<file path="src/rtl/fp_div_post_norm_if.sv">
// Handshake and data bundle between the divider core, the post-normalise
// stage and its downstream consumer. The slave modport is the stage itself.
interface fp_div_post_norm_if #(
    parameter int MANT_W = 27,
    parameter int EXP_W  = 10
);
    logic              in_valid;
    logic              in_ready;
    logic              in_sign;
    logic [EXP_W-1:0]  in_exp;
    logic [MANT_W-1:0] in_mant;
    logic              in_sticky;
    logic [1:0]        in_special;
    logic              in_dbz;
    logic              out_valid;
    logic              out_ready;
    logic [31:0]       out_result;
    logic              out_overflow;
    logic              out_underflow;
    logic              out_inexact;
    logic              out_dbz;

    modport slave (
        input  in_valid, in_sign, in_exp, in_mant, in_sticky, in_special, in_dbz,
        input  out_ready,
        output in_ready,
        output out_valid, out_result, out_overflow, out_underflow, out_inexact, out_dbz
    );

    modport master (
        output in_valid, in_sign, in_exp, in_mant, in_sticky, in_special, in_dbz,
        output out_ready,
        input  in_ready,
        input  out_valid, out_result, out_overflow, out_underflow, out_inexact, out_dbz
    );
endinterface

</file>
<file path="src/rtl/fp_div_post_norm.sv">
// Floating-point divider back end: normalises the raw quotient (stage 1),
// rounds to nearest-even and packs an IEEE-754 single with exception flags
// (stage 2). Both stages stall together when the output is held.
module fp_div_post_norm #(
    parameter int MANT_W = 27,
    parameter int EXP_W  = 10
) (
    input  logic               g_clk,
    input  logic               n_reset,
    fp_div_post_norm_if.slave  bus
);
    // One extra bit so the normalise decrement and round carry never wrap.
    localparam int XW = EXP_W + 1;
    localparam logic signed [XW-1:0] EXP_ONE  = XW'(32'sd1);
    localparam logic signed [XW-1:0] EXP_INF  = XW'(32'sd255);
    localparam logic signed [XW-1:0] EXP_ZERO = XW'(32'sd0);

    logic                     advance_s;

    logic signed [XW-1:0]     in_exp_ext_s;
    logic signed [XW-1:0]     e1_s;
    logic [MANT_W-1:0]        norm_mant_s;

    logic                     s1_valid_r;
    logic                     s1_sign_r;
    logic signed [XW-1:0]     s1_exp_r;
    logic [MANT_W-1:0]        s1_mant_r;
    logic                     s1_sticky_r;
    logic [1:0]               s1_special_r;
    logic                     s1_dbz_r;

    logic [22:0]              frac_s;
    logic                     guard_s;
    logic                     sticky_s;
    logic                     round_up_s;
    logic                     round_inexact_s;
    logic [23:0]              frac_sum_s;
    logic signed [XW-1:0]     e2_s;

    logic [31:0]              result_s;
    logic                     overflow_s;
    logic                     underflow_s;
    logic                     inexact_s;

    logic                     out_valid_r;
    logic [31:0]              out_result_r;
    logic                     out_overflow_r;
    logic                     out_underflow_r;
    logic                     out_inexact_r;
    logic                     out_dbz_r;

    // The whole pipe moves whenever the output slot is empty or being taken.
    assign advance_s     = !out_valid_r | bus.out_ready;
    assign bus.in_ready  = advance_s;

    // Stage 1: a quotient below 1.0 is shifted up one place to restore the hidden bit.
    always_comb begin
        in_exp_ext_s = {bus.in_exp[EXP_W-1], bus.in_exp};
        if (bus.in_mant[MANT_W-1] == 1'b0) begin
            norm_mant_s = {bus.in_mant[MANT_W-2:0], 1'b0};
            e1_s        = in_exp_ext_s - EXP_ONE;
        end else begin
            norm_mant_s = bus.in_mant;
            e1_s        = in_exp_ext_s;
        end
    end

    // Stage 1 register: captures the normalised operand when the pipe advances.
    always_ff @(posedge g_clk or negedge n_reset) begin
        if (!n_reset) begin
            s1_valid_r   <= 1'b0;
            s1_sign_r    <= 1'b0;
            s1_exp_r     <= '0;
            s1_mant_r    <= '0;
            s1_sticky_r  <= 1'b0;
            s1_special_r <= 2'b00;
            s1_dbz_r     <= 1'b0;
        end else if (advance_s) begin
            s1_valid_r   <= bus.in_valid;
            s1_sign_r    <= bus.in_sign;
            s1_exp_r     <= e1_s;
            s1_mant_r    <= norm_mant_s;
            s1_sticky_r  <= bus.in_sticky;
            s1_special_r <= bus.in_special;
            s1_dbz_r     <= bus.in_dbz;
        end
    end

    // Stage 2 rounding: nearest-even on guard bit, with lower bits and remainder as sticky.
    always_comb begin
        frac_s          = s1_mant_r[MANT_W-2:MANT_W-24];
        guard_s         = s1_mant_r[MANT_W-25];
        sticky_s        = (|s1_mant_r[MANT_W-26:0]) | s1_sticky_r;
        round_up_s      = guard_s & (sticky_s | frac_s[0]);
        round_inexact_s = guard_s | sticky_s;
        frac_sum_s      = {1'b0, frac_s} + {23'd0, round_up_s};
        if (frac_sum_s[23]) begin
            e2_s = s1_exp_r + EXP_ONE;
        end else begin
            e2_s = s1_exp_r;
        end
    end

    // Stage 2 packing: specials win, then exponent range, then the normal encoding.
    always_comb begin
        result_s    = 32'h0000_0000;
        overflow_s  = 1'b0;
        underflow_s = 1'b0;
        inexact_s   = 1'b0;
        case (s1_special_r)
            2'b11: begin
                result_s = 32'h7FC0_0000;
            end
            2'b10: begin
                result_s = {s1_sign_r, 8'hFF, 23'h00_0000};
            end
            2'b01: begin
                result_s = {s1_sign_r, 31'h0000_0000};
            end
            default: begin
                if (e2_s >= EXP_INF) begin
                    result_s   = {s1_sign_r, 8'hFF, 23'h00_0000};
                    overflow_s = 1'b1;
                    inexact_s  = 1'b1;
                end else if (e2_s <= EXP_ZERO) begin
                    // No subnormal support: anything below the normal range flushes to zero.
                    result_s    = {s1_sign_r, 31'h0000_0000};
                    underflow_s = 1'b1;
                    inexact_s   = 1'b1;
                end else begin
                    result_s  = {s1_sign_r, e2_s[7:0], frac_sum_s[22:0]};
                    inexact_s = round_inexact_s;
                end
            end
        endcase
    end

    // Output register: holds the presented result stable while downstream stalls.
    always_ff @(posedge g_clk or negedge n_reset) begin
        if (!n_reset) begin
            out_valid_r     <= 1'b0;
            out_result_r    <= 32'h0000_0000;
            out_overflow_r  <= 1'b0;
            out_underflow_r <= 1'b0;
            out_inexact_r   <= 1'b0;
            out_dbz_r       <= 1'b0;
        end else if (advance_s) begin
            out_valid_r     <= s1_valid_r;
            out_result_r    <= result_s;
            out_overflow_r  <= overflow_s;
            out_underflow_r <= underflow_s;
            out_inexact_r   <= inexact_s;
            out_dbz_r       <= s1_dbz_r;
        end
    end

    assign bus.out_valid     = out_valid_r;
    assign bus.out_result    = out_result_r;
    assign bus.out_overflow  = out_overflow_r;
    assign bus.out_underflow = out_underflow_r;
    assign bus.out_inexact   = out_inexact_r;
    assign bus.out_dbz       = out_dbz_r;
endmodule

</file>
<file path="src/flat_wrapper.sv">
// flat-port wrapper written by rule: the top's interface ports become plain ports
module fp_div_post_norm_flat 
#(
    parameter int MANT_W = 27,
    parameter int EXP_W  = 10
)
  (g_clk, n_reset, bus_in_valid, bus_in_sign, bus_in_exp, bus_in_mant, bus_in_sticky, bus_in_special, bus_in_dbz, bus_out_ready, bus_in_ready, bus_out_valid, bus_out_result, bus_out_overflow, bus_out_underflow, bus_out_inexact, bus_out_dbz);
  fp_div_post_norm_if #(.MANT_W(MANT_W), .EXP_W(EXP_W)) bus_i ();
  input  logic g_clk;
  input  logic n_reset;
  input wire logic [$bits(bus_i.in_valid)-1:0] bus_in_valid;
  input wire logic [$bits(bus_i.in_sign)-1:0] bus_in_sign;
  input wire logic [$bits(bus_i.in_exp)-1:0] bus_in_exp;
  input wire logic [$bits(bus_i.in_mant)-1:0] bus_in_mant;
  input wire logic [$bits(bus_i.in_sticky)-1:0] bus_in_sticky;
  input wire logic [$bits(bus_i.in_special)-1:0] bus_in_special;
  input wire logic [$bits(bus_i.in_dbz)-1:0] bus_in_dbz;
  input wire logic [$bits(bus_i.out_ready)-1:0] bus_out_ready;
  output wire logic [$bits(bus_i.in_ready)-1:0] bus_in_ready;
  output wire logic [$bits(bus_i.out_valid)-1:0] bus_out_valid;
  output wire logic [$bits(bus_i.out_result)-1:0] bus_out_result;
  output wire logic [$bits(bus_i.out_overflow)-1:0] bus_out_overflow;
  output wire logic [$bits(bus_i.out_underflow)-1:0] bus_out_underflow;
  output wire logic [$bits(bus_i.out_inexact)-1:0] bus_out_inexact;
  output wire logic [$bits(bus_i.out_dbz)-1:0] bus_out_dbz;
  assign bus_i.in_valid = bus_in_valid;
  assign bus_i.in_sign = bus_in_sign;
  assign bus_i.in_exp = bus_in_exp;
  assign bus_i.in_mant = bus_in_mant;
  assign bus_i.in_sticky = bus_in_sticky;
  assign bus_i.in_special = bus_in_special;
  assign bus_i.in_dbz = bus_in_dbz;
  assign bus_i.out_ready = bus_out_ready;
  assign bus_in_ready = bus_i.in_ready;
  assign bus_out_valid = bus_i.out_valid;
  assign bus_out_result = bus_i.out_result;
  assign bus_out_overflow = bus_i.out_overflow;
  assign bus_out_underflow = bus_i.out_underflow;
  assign bus_out_inexact = bus_i.out_inexact;
  assign bus_out_dbz = bus_i.out_dbz;
  fp_div_post_norm #(.MANT_W(MANT_W), .EXP_W(EXP_W)) u_core (.g_clk(g_clk), .n_reset(n_reset), .bus(bus_i));
endmodule
</file>
<file path="config.mk">
export PLATFORM = sky130hd
export DESIGN_NAME = fp_div_post_norm_flat
export DESIGN_NICKNAME = d
export VERILOG_FILES = /design/src/rtl/fp_div_post_norm_if.sv /design/src/rtl/fp_div_post_norm.sv /design/src/flat_wrapper.sv
export SDC_FILE = /design/constraint.sdc
export NUM_CORES = 1
export LEC_CHECK = 0
export BUFFER_PORTS_ARGS = -buffer_cell sky130_fd_sc_hd__clkbuf_2
export CORE_ASPECT_RATIO = 0.6
export CORE_UTILIZATION = 55
export CTS_CLUSTER_SIZE = 40
export DETAILED_ROUTE_END_ITERATION = 10
export PLACE_DENSITY_LB_ADDON = 0.05
export SLEW_MARGIN = 40
export SYNTH_ARGS = -nofsm -noshare
export SYNTH_HDL_FRONTEND = slang
export SYNTH_SLANG_ARGS = --single-unit
</file>
<file path="constraint.sdc">
create_clock -name g_clk -period 3 [get_ports g_clk]
set_input_delay 0.45 -clock g_clk [delete_from_list [all_inputs] [get_ports g_clk]]
set_output_delay 0.45 -clock g_clk [all_outputs]
set_load 0.02 [all_outputs]
</file>
# Word level (Yosys, flattened, before mapping)
# Index checks and enable logic that the tools add are counted.
dict set report classes {
  add_sub_neg 3
  multipliers 0
  div_mod_pow 0
  order_cmp 2
  eq_ne 3
  shift 0
  muxes 14
  n_bitwise 5
  n_reduce_logical 3
}
# cell count
set op_table {}
lappend op_table {{$pmux 32 s3} 1}
lappend op_table {{$mux 31} 2}
lappend op_table {{$mux 26} 1}
lappend op_table {{$add 23x1->24} 1}
lappend op_table {{$mux 11} 2}
lappend op_table {{$add 11x2->11 const B} 1}
lappend op_table {{$ge 11x9->1 const B} 1}
lappend op_table {{$le 11x1->1 const B} 1}
lappend op_table {{$sub 10x2->11 const B} 1}
lappend op_table {{$mux 1} 8}
lappend op_table {{$eq 2x2->1 const B} 2}
lappend op_table {{$or 1x1->1} 4}
lappend op_table {{$reduce_or 3->1} 1}
lappend op_table {{$eq 2x1->1 const B} 1}
lappend op_table {{$reduce_or 2->1} 1}
lappend op_table {{$and 1x1->1} 1}
lappend op_table {{$logic_not 1->1} 1}
dict set report word_totals {
  register_bits 80
  latch_bits 0
  ramBits 0
  romBits 0
  out_inout_bits 38
  elab_cells 43
  mem_count 0
}

# Logic depth before layout (Yosys ltp)
# Gate-level depths: netlist of run 1.
dict set report depth {
  depth_word 10
  mapped_depth 10
  ltp_nobuf 8
}

# Worst setup path before layout of run 1
# No wires, ideal clock.
dict set report synth_timing {
  kind {register to register}
  from {reg u_core.s1_exp_r[0]}
  to {reg u_core.out_result_r[12] (netlist: u_core.bus.out_result[12])}
  setup_ns 0.119
  arrival_ns 2.121
  path_slack_ns 0.760
  stages_incl_launch_ff 10
  n_path_buf 2
  period_less_slack_ns 2.240
  path_cell_list {dfrtp_1 -> ha_1 -> clkbuf_8 -> and3_1 -> and4_2 -> or3_2 -> a22o_2 -> nand4_4 -> buf_6 -> o21ai_2}
}
dict set report synth_between {
  elab_chain_len 6
  elab_cells_between_ends 7
}
# element line
set synth_rtl {}
lappend synth_rtl {{start, declared} fp_div_post_norm.sv:26} ;# logic signed [XW-1:0] s1_exp_r;
lappend synth_rtl {{start signal, assigned} fp_div_post_norm.sv:81} ;# s1_exp_r <= e1_s;
lappend synth_rtl {{$add 11x2->11} fp_div_post_norm.sv:98} ;# e2_s = s1_exp_r + EXP_ONE;
lappend synth_rtl {{$mux 11 (*)} fp_div_post_norm.sv:97} ;# if (frac_sum_s[23]) begin
lappend synth_rtl {{$le 11x1->1} fp_div_post_norm.sv:125} ;# end else if (e2_s <= EXP_ZERO) begin
lappend synth_rtl {{$mux 31} fp_div_post_norm.sv:125}
lappend synth_rtl {{$mux 31 (*)} fp_div_post_norm.sv:121} ;# if (e2_s >= EXP_INF) begin
lappend synth_rtl {{$pmux 32 s3 (*)} fp_div_post_norm.sv:110} ;# case (s1_special_r)
lappend synth_rtl {{end signal, assigned} fp_div_post_norm.sv:149} ;# out_result_r <= result_s;
lappend synth_rtl {{end, declared} fp_div_post_norm.sv:46} ;# logic [31:0] out_result_r;
# Every way passes the cells marked *; elsewhere a longest branch is shown, timed or not.
# A chain may end at the register's enable or synchronous reset.

# Final worst setup path of run 1
dict set report layout_timing {
  from {reg u_core.s1_exp_r[0]}
  to {reg u_core.out_result_r[11] (netlist: u_core.bus.out_result[11])}
}
# Same word-level chain as after synthesis.

==> flow_summary.json, run 1 <==
{
  "status": "completed",
  "syn-mean-instance-area_um2": 9.55,
  "critPathArrivalTime_ps": 3000,
  "switching_power_mw": 0.949,
  "cts.clk_slew.worst_paths_ps": 60,
  "maxCapViolCount": 0,
  "grt_pass1_vias": 3356,
  "synth_top_area_share_pct": 44.4,
  "start_util_pct": 57.0,
  "synth_nets": 521,
  "layout.cells.non_filler": 659,
  "drcViolationCount": 0,
  "nets": 595,
  "drive_gt1_share_pct": 27.2,
  "yosysSeqAreaShare_pct": 44.4,
  "setup_slack_ps": 251,
  "layout_commonest_cell": "nand2_1",
  "p_sw_share_pct": 30.5,
  "setup_viol": 0,
  "crit_type": "flip-flop to flip-flop",
  "place.port_buffers": 83,
  "finClkSkew_ps": 7.86,
  "worst_slew_margin_rel_pct": 48.6,
  "finalWirelength_um": 9980,
  "async_reset_ff_share_pct": 100,
  "whs_ps": 129,
  "irDropWorstVdd_mv": 0.368,
  "cts_sinks": 80,
  "final_cell_mix": "97 x nand2_1, 82 x clkbuf_2, 80 x dfrtp_1, 41 x o21ai_0, 27 x mux2i_1",
  "rsz0062_at_grt": "false",
  "dp_slack_ps": 224,
  "grt.total_usage_pct": 25.4,
  "design_area_um2": 5260,
  "cp_data_required_time_ps": 3250,
  "rows": 25,
  "setup_tns_ps": 0,
  "crit_path_start_kind": "flip-flop",
  "timing.rr.end": "u_core.bus.out_result[11]$_DFFE_PN0P_",
  "antennaDiodeCount": 0,
  "yosysUniqueCellTypes": 56,
  "post_cts.repair.setup_buffers": 0,
  "synth-edff-count": 0,
  "clkPwrFrac_pct": 35.1,
  "wire_per_inst_um": 15.1,
  "grt_pass1_wl_um": 16800,
  "intPower_mw": 2.16,
  "dpl.hpwl_um": 7270,
  "cts_tree": "done",
  "final_util_pct": 66.4,
  "grt_start_max_net_pins": 81,
  "crit-reg2reg-launch": "u_core.s1_exp_r[0]$_DFFE_PN0P_",
  "hold_class": "input pin to async pin",
  "via_per_inst": 5.44,
  "worstSetupEndpointType": "flip-flop",
  "crit_fanout": 15,
  "rrSetupSlack_ps": 250,
  "p_seq_share_pct": 44.4,
  "synthesis.area_um2": 4510,
  "drv_slew": 0,
  "fillers": 654,
  "power_density_nw_per_um2": 592,
  "num_vias": 3586,
  "netlist_instances": 472,
  "drt_iter0_drc": 215,
  "worst_pin_slew_ps": 764,
  "antenna_found_initial": 0,
  "dp_cells": 643,
  "h-tree-depth": 3,
  "multiInputGateArea_um2": 2300,
  "finalPower_mw": 3.11,
  "syn_to_final_growth_pct": 16.6,
  "yosys_most_used_dff": "dfrtp_1",
  "finalCritPeriodShare_pct": 91.6,
  "overflow": 0,
  "root_buffer": "clkbuf_16",
  "ant_nets": 0,
  "place_congestion": 0.852,
  "die_y_um": 72.1,
  "cts-buffers-inserted": 9,
  "max_freq_ghz": 0.364,
  "synthTopCellsByArea": "dfrtp_1 44%, nand2_1 8.1%, mux2i_1 6.0%",
  "dpl-instance-area_um2": 4950,
  "ctsLongestPathBuffers": 2,
  "drt_first_pass_iters": 6,
  "reg2regPathDepth": 9,
  "synth-seq-cells": 80,
  "core_region_area_um2": 7910,
  "period_needed_ps": 2750,
  "regArea_um2": 2000,
  "yosysTopAreaCell": "dfrtp_1",
  "ys_warn_count": 0,
  "ios": 84,
  "p_leak_nw": 2.38,
  "die_w_um": 119,
  "clk_latency_ps": 340,
  "combPwrFrac_pct": 20.5,
  "die_area_um2": 8570,
  "hold_viol": 0
}
worst max-delay path by stage:
stage                                              start                                    end  slack, ps  cells after the start
after floorplan           u_core.s1_exp_r[0]$_DFFE_PN0P_  u_core.bus.out_result[12]$_DFFE_PN0P_        760                      9
after global placement    u_core.s1_exp_r[0]$_DFFE_PN0P_  u_core.bus.out_result[10]$_DFFE_PN0P_        390                      8
after detailed placement  u_core.s1_exp_r[0]$_DFFE_PN0P_  u_core.bus.out_result[10]$_DFFE_PN0P_        220                      9
after CTS                 u_core.s1_exp_r[0]$_DFFE_PN0P_  u_core.bus.out_result[11]$_DFFE_PN0P_        200                      9
after global routing      u_core.s1_exp_r[0]$_DFFE_PN0P_  u_core.bus.out_result[11]$_DFFE_PN0P_         70                      9
final                     u_core.s1_exp_r[0]$_DFFE_PN0P_  u_core.bus.out_result[11]$_DFFE_PN0P_        250                      9
cells in the mapped netlist, types with 3 or more instances:
cell / number
a22o_1: 3
nand2_1: 97
nand4_1: 8
o21ai_2: 20
buf_2: 3
nor4_1: 5
a211oi_1: 4
xor2_1: 19
a31oi_1: 3
buf_6: 7
o21ai_0: 41
xnor2_1: 22
dfrtp_1: 80
ha_1: 3
nor2_1: 25
inv_1: 5
nand3_1: 21
nor3_1: 8
clkbuf_1: 16
and3_1: 5
mux2i_1: 27
a21oi_1: 6
what timing repair did:
action                     in CTS  in global routing
hold endpoints to repair        0                  0
hold buffers                    0                  0
setup endpoints to repair       0                  1
gates resized for setup         0                  1
routing by layer:
layer  up-vias  share of wire (%)  wire (um)  track usage (%)
met5         -                  0          0                0
met4         0               0.40         40             5.91
met3         6                4.9        491             7.47
met2        73                 43       4300             37.2
met1      1712                 52       5140             37.3
li1       1795                  -          -                -
sequential cells by signal, summed over array words and instances (netlist names):
name,cells
u_core.bus.out_dbz,1
u_core.bus.out_result,32
u_core.s1_special_r,2
u_core.s1_dbz_r,1
u_core.s1_mant_r,26
u_core.bus.out_inexact,1
u_core.s1_valid_r,1
u_core.s1_sign_r,1
u_core.bus.out_underflow,1
u_core.s1_exp_r,11
u_core.s1_sticky_r,1
u_core.bus.out_valid,1
u_core.bus.out_overflow,1
area by class of cell:
type                       instances  area share [%]
inverter                           6           0.429
clock inverter                     2           0.714
sequential                        80            38.1
clock buffer                      14            5.02
timing repair buffer              93            9.45
tap                              108            2.57
multi-input combinational        356            43.7
worst max-delay path, cell delays in order (launching register included):
cell and delay [ps]:
dfrtp_1 540, ha_2 360, nand4_1 110, nor4_1 290
and2_1 230, nand4_1 160, xor2_1 390, nand4_4 140
buf_4 270, o21ai_0 180
kinds of logic (layout without fill, tap and decap cells):
group / after synthesis / count (layout) / synth area share, %
multiplexers: 28 / 28 / 6.33
adder cells (fa/ha/maj): 3 / 3 / 0.833
AO/OA/AOI/OAI: 90 / 90 / 14.3
flip-flops: 80 / 80 / 44.4
buffers and inverters: 36 / 115 / 4.86
AND/OR/NAND/NOR: 194 / 194 / 21.3
XOR/XNOR: 41 / 41 / 7.97
power by group through the flow:
stage / Combinational [mW] / Clock [mW] / Sequential [mW]
after floorplan: 0.430 / 0 / 1.40
after global placement: 0.628 / 0 / 1.39
after detailed placement: 0.638 / 0 / 1.40
after CTS: 0.641 / 1.12 / 1.38
after global routing: 0.711 / 1.16 / 1.40
final: 0.637 / 1.09 / 1.38
No activity file was read; power rests on OpenSTA's default activity.
==> inputs of run 2 (changes only) <==
--- a/config.mk
+++ b/config.mk
@@ -5,7 +5,7 @@
 export SDC_FILE = /design/constraint.sdc
 export NUM_CORES = 1
 export LEC_CHECK = 0
-export BUFFER_PORTS_ARGS = -buffer_cell sky130_fd_sc_hd__clkbuf_2
+export BUFFER_PORTS_ARGS = -buffer_cell sky130_fd_sc_hd__buf_4
 export CORE_ASPECT_RATIO = 0.6
 export CORE_UTILIZATION = 55
 export CTS_CLUSTER_SIZE = 40
==> run 2 against run 1 <==
Net effect: non-clock buffer count is 1 lower; clock power is 4% higher; cell count fell by 0.15%; sequential share of layout area decreased by 1.5 points; die area stayed put; critical path type unchanged; largest cell class unchanged; highest routed layer unchanged.
==> flow_summary.json, run 2 (synthesized netlist as in run 1, its figures left out) <==
{
  "final_cell_mix": "97 x nand2_1, 91 x buf_4, 80 x dfrtp_1, 41 x o21ai_0, 27 x mux2i_1",
  "maxCapViolCount": 0,
  "p_leak_nw": 2.44,
  "antenna_found_initial": 0,
  "critPathArrivalTime_ps": 2920,
  "finalCritPeriodShare_pct": 88.8,
  "place.port_buffers": 83,
  "whs_ps": 150,
  "dpl-instance-area_um2": 5150,
  "worstSetupEndpointType": "flip-flop",
  "cts_sinks": 80,
  "worst_slew_margin_rel_pct": 49.5,
  "irDropWorstVdd_mv": 0.293,
  "crit_type": "flip-flop to flip-flop",
  "max_freq_ghz": 0.375,
  "grt.total_usage_pct": 25.1,
  "grt_pass1_wl_um": 16700,
  "h-tree-depth": 3,
  "cp_data_required_time_ps": 3260,
  "via_per_inst": 5.44,
  "rsz0062_at_grt": "false",
  "final_util_pct": 69.2,
  "syn_to_final_growth_pct": 21.4,
  "nets": 594,
  "setup_slack_ps": 336,
  "die_w_um": 119,
  "finClkSkew_ps": 7.48,
  "num_vias": 3578,
  "clk_latency_ps": 330,
  "worst_pin_slew_ps": 752,
  "design_area_um2": 5470,
  "endpoint": "u_core.bus.out_result[10]$_DFFE_PN0P_",
  "largest_reg_flops": 32,
  "status": "completed",
  "ios": 84,
  "timing.rr.end": "u_core.bus.out_result[10]$_DFFE_PN0P_",
  "wire_per_inst_um": 15.3,
  "die_y_um": 72.1,
  "holdBufCountCts": 0,
  "setup_viol": 0,
  "dp_slack_ps": 338,
  "overflow": 0,
  "fillers": 626,
  "drt_first_pass_iters": 5,
  "drcViolationCount": 0,
  "crit_path_start_kind": "flip-flop",
  "power_density_nw_per_um2": 585,
  "cts.clk_slew.worst_paths_ps": 60,
  "core_region_area_um2": 7910,
  "period_needed_ps": 2660,
  "die_area_um2": 8570,
  "ctsLongestPathBuffers": 2,
  "crit-reg2reg-launch": "u_core.s1_mant_r[20]$_DFFE_PN0P_",
  "grt_pass1_vias": 3263,
  "rows": 25,
  "place_congestion": 0.889,
  "drt_iter0_drc": 180,
  "startpoint": "u_core.s1_mant_r[20]$_DFFE_PN0P_",
  "crit_fanout": 22,
  "cts_tree": "done",
  "drive_gt1_share_pct": 27.6,
  "start_util_pct": 57.0,
  "antennaDiodeCount": 0,
  "drv_slew": 0,
  "reg2regPathDepth": 8,
  "ant_nets": 0,
  "root_buffer": "clkbuf_16",
  "layout_commonest_cell": "nand2_1",
  "setup_tns_ps": 0,
  "hold_viol": 0,
  "finalWirelength_um": 10100,
  "cts.repair.resized": 0,
  "grt_start_max_net_pins": 81,
  "rrSetupSlack_ps": 340,
  "hold_class": "input pin to async pin",
  "dpl.hpwl_um": 7230,
  "cts-buffers-inserted": 9,
  "post_cts.repair.setup_buffers": 0
}
[run 2: stage by stage]
stage                     power, mW  std cells
after floorplan                1.83        472
after global placement         2.07        642
after detailed placement       2.08        642
after CTS                      3.23        658
after global routing           3.37        658
final                          3.20        658
[run 2: worst min path at each step]
stage / from / to / cells past startpoint
global route: n_reset / u_core.bus.out_result[17]$_DFFE_PN0P_ / 1
floorplan: n_reset / u_core.bus.out_dbz$_DFFE_PN0P_ / 0
global placement: u_core.s1_valid_r$_DFFE_PN0P_ / u_core.s1_valid_r$_DFFE_PN0P_ / 2
finish: n_reset / u_core.bus.out_result[18]$_DFFE_PN0P_ / 1
detailed placement: u_core.s1_dbz_r$_DFFE_PN0P_ / u_core.s1_dbz_r$_DFFE_PN0P_ / 2
CTS: n_reset / u_core.bus.out_result[18]$_DFFE_PN0P_ / 1
[run 2: layout make-up]
type	instances	area [um^2]	share of cell area, %
Tap cell	108	135	2.47
Sequential cell	80	2000	36.6
Timing Repair Buffer	92	694	12.7
Clock inverter	4	51.3	0.937
Clock buffer	12	267	4.87
Multi-Input combinational cell	356	2300	42.0
Inverter	6	22.5	0.412
[run 2: critical path, stage by stage, from the launching register on]
cell and delay (ps):
dfrtp_1 430, nand4_1 290, nor2_2 260, and4_1 340, mux2_4 330, a41oi_4 310, nand4_4 100, buf_4 300
o21ai_0 200
[run 2: layer usage]
layer  vias to the layer above  track usage [%]  part of all wire, %
li1                       1789                -                    -
met1                      1688             38.0                   52
met2                        92             35.7                   42
met3                         9             6.37                  5.2
met4                         0             6.33                  1.1
met5                         -                0                    0
[run 2: power by group]
part	switching, mW	total (mW)	leakage, nW	internal (mW)
combinational	0.387	0.690	1.29	0.304
clock	0.421	1.13	0.155	0.712
sequential	0.160	1.38	0.998	1.22
total	0.968	3.20	2.44	2.23
